`config.mk`:
```
export PLATFORM = sky130hd
export DESIGN_NAME = caliptra_prim_count_decoder
export DESIGN_NICKNAME = d
export VERILOG_FILES = /design/src/rtl/caliptra_prim_count_decoder.sv
export SDC_FILE = /design/constraint.sdc
export NUM_CORES = 1
export LEC_CHECK = 0
export CORE_AREA = 2 2 67 69
export CTS_BUF_LIST = sky130_fd_sc_hd__clkbuf_16
export DETAILED_ROUTE_END_ITERATION = 6
export DIE_AREA = 0 0 69 71
export PLACE_DENSITY = 0.8
export SETUP_SLACK_MARGIN = 0.15
export SLEW_MARGIN = 20
export SYNTH_ARGS = -nofsm -noshare
export SYNTH_HDL_FRONTEND = slang
export SYNTH_SLANG_ARGS = --single-unit
```
`constraint.sdc`:
```
create_clock -name clk_i -period 9.2 [get_ports clk_i]
set_input_delay 1.84 -clock clk_i [delete_from_list [all_inputs] [get_ports clk_i]]
set_output_delay 1.84 -clock clk_i [all_outputs]
set_load 0.05 [all_outputs]
```
`src/rtl/caliptra_prim_count_decoder.sv`:
```
// rtl/caliptra_prim_count_decoder.sv - observer-side decoder and fault monitor for the hardened counter action encoding

package caliptra_prim_count_pkg;
  // One-hot action encoding shared with the counter itself
  typedef enum logic [3:0] {
    Clr  = 4'h1,
    Set  = 4'h2,
    Incr = 4'h4,
    Decr = 4'h8
  } action_e;

  typedef logic [3:0] action_mask_t;
endpackage

module caliptra_prim_count_decoder
  import caliptra_prim_count_pkg::*;
#(
  parameter int unsigned            Width           = 8,
  parameter logic [Width-1:0]       ResetValue      = '0,
  parameter action_mask_t           PossibleActions = 4'hF
) (
  input  logic             clk_i,
  input  logic             rst_ni,
  input  logic             en_i,
  input  logic [Width-1:0] cnt_i,
  input  logic [Width-1:0] set_val_i,
  input  logic [Width-1:0] step_i,
  output logic [3:0]       action_o,
  output logic             action_valid_o,
  output logic             err_o
);

  typedef enum logic [1:0] {
    StInit  = 2'd0,
    StTrack = 2'd1,
    StErr   = 2'd2
  } state_e;

  state_e           state_q, state_d;
  logic [Width-1:0] prev_q, prev_d;
  logic [3:0]       action_q, action_d;
  logic             valid_q, valid_d;
  logic             err_q, err_d;

  // Expected next values for Incr/Decr, saturating like the counter does
  logic [Width:0]   incr_sum;
  logic [Width:0]   decr_diff;
  logic [Width-1:0] incr_exp;
  logic [Width-1:0] decr_exp;

  assign incr_sum  = {1'b0, prev_q} + {1'b0, step_i};
  assign decr_diff = {1'b0, prev_q} - {1'b0, step_i};
  assign incr_exp  = incr_sum[Width]  ? {Width{1'b1}} : incr_sum[Width-1:0];
  assign decr_exp  = decr_diff[Width] ? {Width{1'b0}} : decr_diff[Width-1:0];

  logic [3:0] dec_act;
  logic       illegal;
  logic       allowed;

  // Classify the observed transition; earlier matches take priority so that
  // ambiguous transitions (e.g. Decr saturating onto ResetValue) resolve to Clr
  always_comb begin
    dec_act = 4'h0;
    illegal = 1'b0;
    if (cnt_i == prev_q) begin
      dec_act = 4'h0;
    end else if (cnt_i == ResetValue) begin
      dec_act = Clr;
    end else if (cnt_i == set_val_i) begin
      dec_act = Set;
    end else if (cnt_i == incr_exp) begin
      dec_act = Incr;
    end else if (cnt_i == decr_exp) begin
      dec_act = Decr;
    end else begin
      illegal = 1'b1;
    end
  end

  // "No change" carries no action bit and is always acceptable
  assign allowed = (dec_act == 4'h0) || ((dec_act & PossibleActions) != 4'h0);

  // Next-state and registered-output logic; StErr is absorbing until reset
  always_comb begin
    state_d  = state_q;
    prev_d   = prev_q;
    action_d = action_q;
    valid_d  = 1'b0;
    err_d    = err_q;
    unique case (state_q)
      StInit: begin
        if (en_i) begin
          prev_d = cnt_i;
          if (cnt_i == ResetValue) begin
            state_d  = StTrack;
            valid_d  = 1'b1;
            action_d = 4'h0;
          end else begin
            state_d = StErr;
            err_d   = 1'b1;
          end
        end
      end
      StTrack: begin
        if (en_i) begin
          prev_d = cnt_i;
          if (illegal || !allowed) begin
            state_d = StErr;
            err_d   = 1'b1;
          end else begin
            valid_d  = 1'b1;
            action_d = dec_act;
          end
        end
      end
      StErr: begin
        err_d = 1'b1;
      end
      default: begin
        state_d = StErr;
        err_d   = 1'b1;
      end
    endcase
  end

  // State and output registers with synchronous active-low reset
  always_ff @(posedge clk_i) begin
    if (!rst_ni) begin
      state_q  <= StInit;
      prev_q   <= ResetValue;
      action_q <= 4'h0;
      valid_q  <= 1'b0;
      err_q    <= 1'b0;
    end else begin
      state_q  <= state_d;
      prev_q   <= prev_d;
      action_q <= action_d;
      valid_q  <= valid_d;
      err_q    <= err_d;
    end
  end

  assign action_o       = action_q;
  assign action_valid_o = valid_q;
  assign err_o          = err_q;

endmodule

```
==> qor.yml <==
status: "complete, no violations"
power_frac_comb_pct: 40.6
postCtsSetupRepairBufs: 0
finalSetupTns_ns: 0
synth_area_leaders: "dfxtp_1 (14%), ha_1 (9.6%), xnor2_1 (6.7%)"
place_inst: 362
synthSimpleGateAreaFrac_pct: 26.3
fin_ws_ns: 4.24
finalSetupViolations: 0
antenna_cells: 0
clockBufferDepth: 2
via_count: 2209
grt_first_pass_wirelength_mm: 9.62
critPathMaxStageDelay_ns: 0.56
rsz0062_at_grt: "no"
min_period_ns: 4.96
clkPwrFrac_pct: 31.5
start_util_pct: 52.9
max_freq_mhz: 202
min_path_type: "reg -> reg"
tightest_slew_ns: 0.653
cts-root-buf: "clkbuf_16"
cpMostUsedCell: "inv_1"
ctsHtreeMaxLevel: 1
grt_overflow: 0
finalHoldViolations: 0
cts_sinks: 16
rows: 24
synth_xor_area_share_pct: 11.8
p_int_uw: 180
drt-vias-per-instance: 6.04
switchingPower_uw: 92.7
grt_util_all_layers_pct: 23.6
synth_fa_ha_area_share_pct: 11.4
synth_cell_types: 64
cellPowerDensity_mw_per_mm2: 105
drcViolationCount: 0
p_sw_share_pct: 34.0
critPathLaunchType: "input pin"
nFillCells: 401
critical_path_class: "in -> reg"
yosysMostFrequentCell: "nand2_1"
cts_tree: "yes"
cp.arrival_ns: 5.15
cp_max_fo: 10
crit_family: "compound AO/OA/AOI/OAI gates"
reg2reg_slack_ns: 5.92
p_leak_uw: 0.00103
max-cap-violations: 0
syn_area_mm2: 0.00222
drt_iter0_markers: 168
syn_area_per_cell_um2: 7.49
cpMaxStageDelayCell: "or4_4"
synth_edf_count: 0
hold_buffers: 0
worst_ir_drop_vdd_uv: 96.9
crit_required_ns: 9.39
drive_gt1_share_pct: 5.73
crit_end: "action_o[2]"
worstRegToRegCells: 11
ys_seq_area_share_pct: 14.4
end_kind: "register"
cp_cell_sequence: "clkdlybuf4s50_1 -> inv_1 -> ha_1 -> inv_1 -> a311oi_2 -> a211o_1 -> nand4_1 -> and3_1 -> or4_4 -> o41a_1 -> o21ai_2"
cts_resized: 0
ys_warn_count: 0
period_share_pct: 53.9
hold-worst-slack_ns: 0.492
report.final.slew_viol_count: 0
synth-compound-area-share_pct: 26.4
syn_inst: 297
routed_wl_mm: 5.69
synth_top_area_share_pct: 14.4
cts_buffers: 3
portBuffers: 32
pre_cts_slack_ns: 4.01
finalNonFillerCells: 366
total_power_uw: 273
skew_ns: 0.00159
p_seq_share_pct: 27.9
place_congestion: 0.869
synth_mux_area_share_pct: 2.31
die_y_um: 71
worstSkewPairLatency_ns: 0.25
crit_path_start: "step_i[5]"
grt_max_degree: 22
top_level_ports: 33
antenna_left: 0
synth_commonest_cells: "nand2_1 (26), inv_1 (20), nor2_1 (20), ha_1 (17), xnor2_1 (17)"
fin_nets: 361
grt_pass1_vias: 2111
ys_ff_latch: 16
synth_top_area_cell: "dfxtp_1"
ys.flop_type: "dfxtp_1"
area.growth.synth_to_final_pct: 17.0
worst-path-buf-inv: 3
critical_path_depth: 11
reg2reg_to: "action_o[3]"
wire_per_inst_um: 15.5
timing.rr.start: "prev_q[0]"
clk_pin_slew_ns: 0.05
synth_top_family_by_area: "compound AO/OA/AOI/OAI gates"
antenna_found_initial: 0
slew_headroom_pct: 56.3
core_mm2: 0.00420
async_reset_ff_share_pct: 0
die-area_mm2: 0.00490
hpwl_mm: 4.47
die_x_um: 69
first_pass_iters: 6
synth_nets: 343
cell usage in the layout, fill, tap and decap left out, types with 3 or more instances in the layout:
| cell type | netlist | layout |
|---|---|---|
| a21oi_1 | 12 | 12 |
| and3_1 | 3 | 3 |
| clkbuf_16 | 0 | 3 |
| o31ai_1 | 3 | 3 |
| ha_1 | 17 | 17 |
| nor2b_1 | 4 | 4 |
| nand2_1 | 26 | 26 |
| nand4_1 | 8 | 8 |
| a21boi_0 | 8 | 8 |
| nor4_1 | 3 | 3 |
| a21o_1 | 4 | 4 |
| nand3_1 | 13 | 13 |
| dfxtp_1 | 16 | 16 |
| a2bb2oi_1 | 3 | 3 |
| nand2b_1 | 5 | 5 |
| inv_1 | 20 | 20 |
| nor3b_1 | 6 | 6 |
| xor2_1 | 13 | 13 |
| xnor2_1 | 17 | 17 |
| nor2_1 | 20 | 20 |
| mux2i_1 | 4 | 4 |
| clkdlybuf4s50_1 | 0 | 32 |
| o21ai_0 | 13 | 13 |
| nor3_1 | 9 | 9 |
| a211o_1 | 3 | 3 |
power groups by stage:
stage	Clock, uW	Sequential [uW]	Combinational [uW]
6_report	85.9	76.0	111
5_1_grt	89.4	76.5	121
4_1_cts	87.1	75.9	110
3_5_place_dp	0	77.3	109
3_3_place_gp	0	77.2	107
2_1_floorplan	0	77.0	80.8
area by class of cell:
| type | instances | area, um2 | share of cell area [%] |
|---|---|---|---|
| Multi-Input combinational cell | 241 | 1740 | 66.8 |
| Sequential cell | 16 | 320 | 12.3 |
| Timing Repair Buffer | 32 | 320 | 12.3 |
| Inverter | 21 | 78.8 | 3.03 |
| Clock buffer | 3 | 75.1 | 2.88 |
| Tap cell | 52 | 65.1 | 2.50 |
| Clock inverter | 1 | 3.75 | 0.144 |
how the worst min path moves through the flow:
stage                  endpoint        start  cells after the start  slack [ns]
floorplan             prev_q[0]    prev_q[0]                      2        0.48
global placement    action_o[0]  action_o[0]                      2        0.47
detailed placement  action_o[2]  action_o[2]                      2        0.48
CTS                 action_o[2]  action_o[2]                      2        0.50
global route        action_o[0]  action_o[0]                      2        0.52
finish              action_o[1]  action_o[1]                      2        0.49
tightest hold or removal path, cell delays in order (launching register included):
cell     delay (ns)
dfxtp_1        0.32
nand3_1        0.06
o21ai_0        0.06
registers in the layout, indices dropped and copies added (netlist names):
| register | flops |
|---|---|
| action_o | 4 |
| action_valid_o | 1 |
| err_o | 1 |
| prev_q | 8 |
| state_q | 2 |
per-stage QoR:
stage	utilization, %	area, um2
5_1_grt	61.9	2600
4_1_cts	61.9	2600
6_report	61.9	2600
3_5_place_dp	60.0	2520
2_1_floorplan	-	2220
3_3_place_gp	60.0	2520
metal layers:
| metal | GRT usage [%] | share of wire, % | vias to the layer above |
|---|---|---|---|
| met2 | 41.2 | 49 | 80 |
| met5 | 0 | 0 | - |
| met1 | 30.7 | 43 | 1027 |
| met3 | 2.14 | 6.6 | 11 |
| met4 | 8.06 | 1.6 | 0 |
| li1 | - | - | 1091 |
logic make-up (layout without fill, tap and decap cells):
logic type               Yosys count  after routing
AND/OR/NAND/NOR                  111            111
AO/OA/AOI/OAI                     76             76
buffers and inverters             40             57
XOR/XNOR                          30             30
adder cells (fa/ha/maj)           19             19
flip-flops                        16             16
multiplexers                       5              5
No activity file was read; power rests on OpenSTA's default activity.
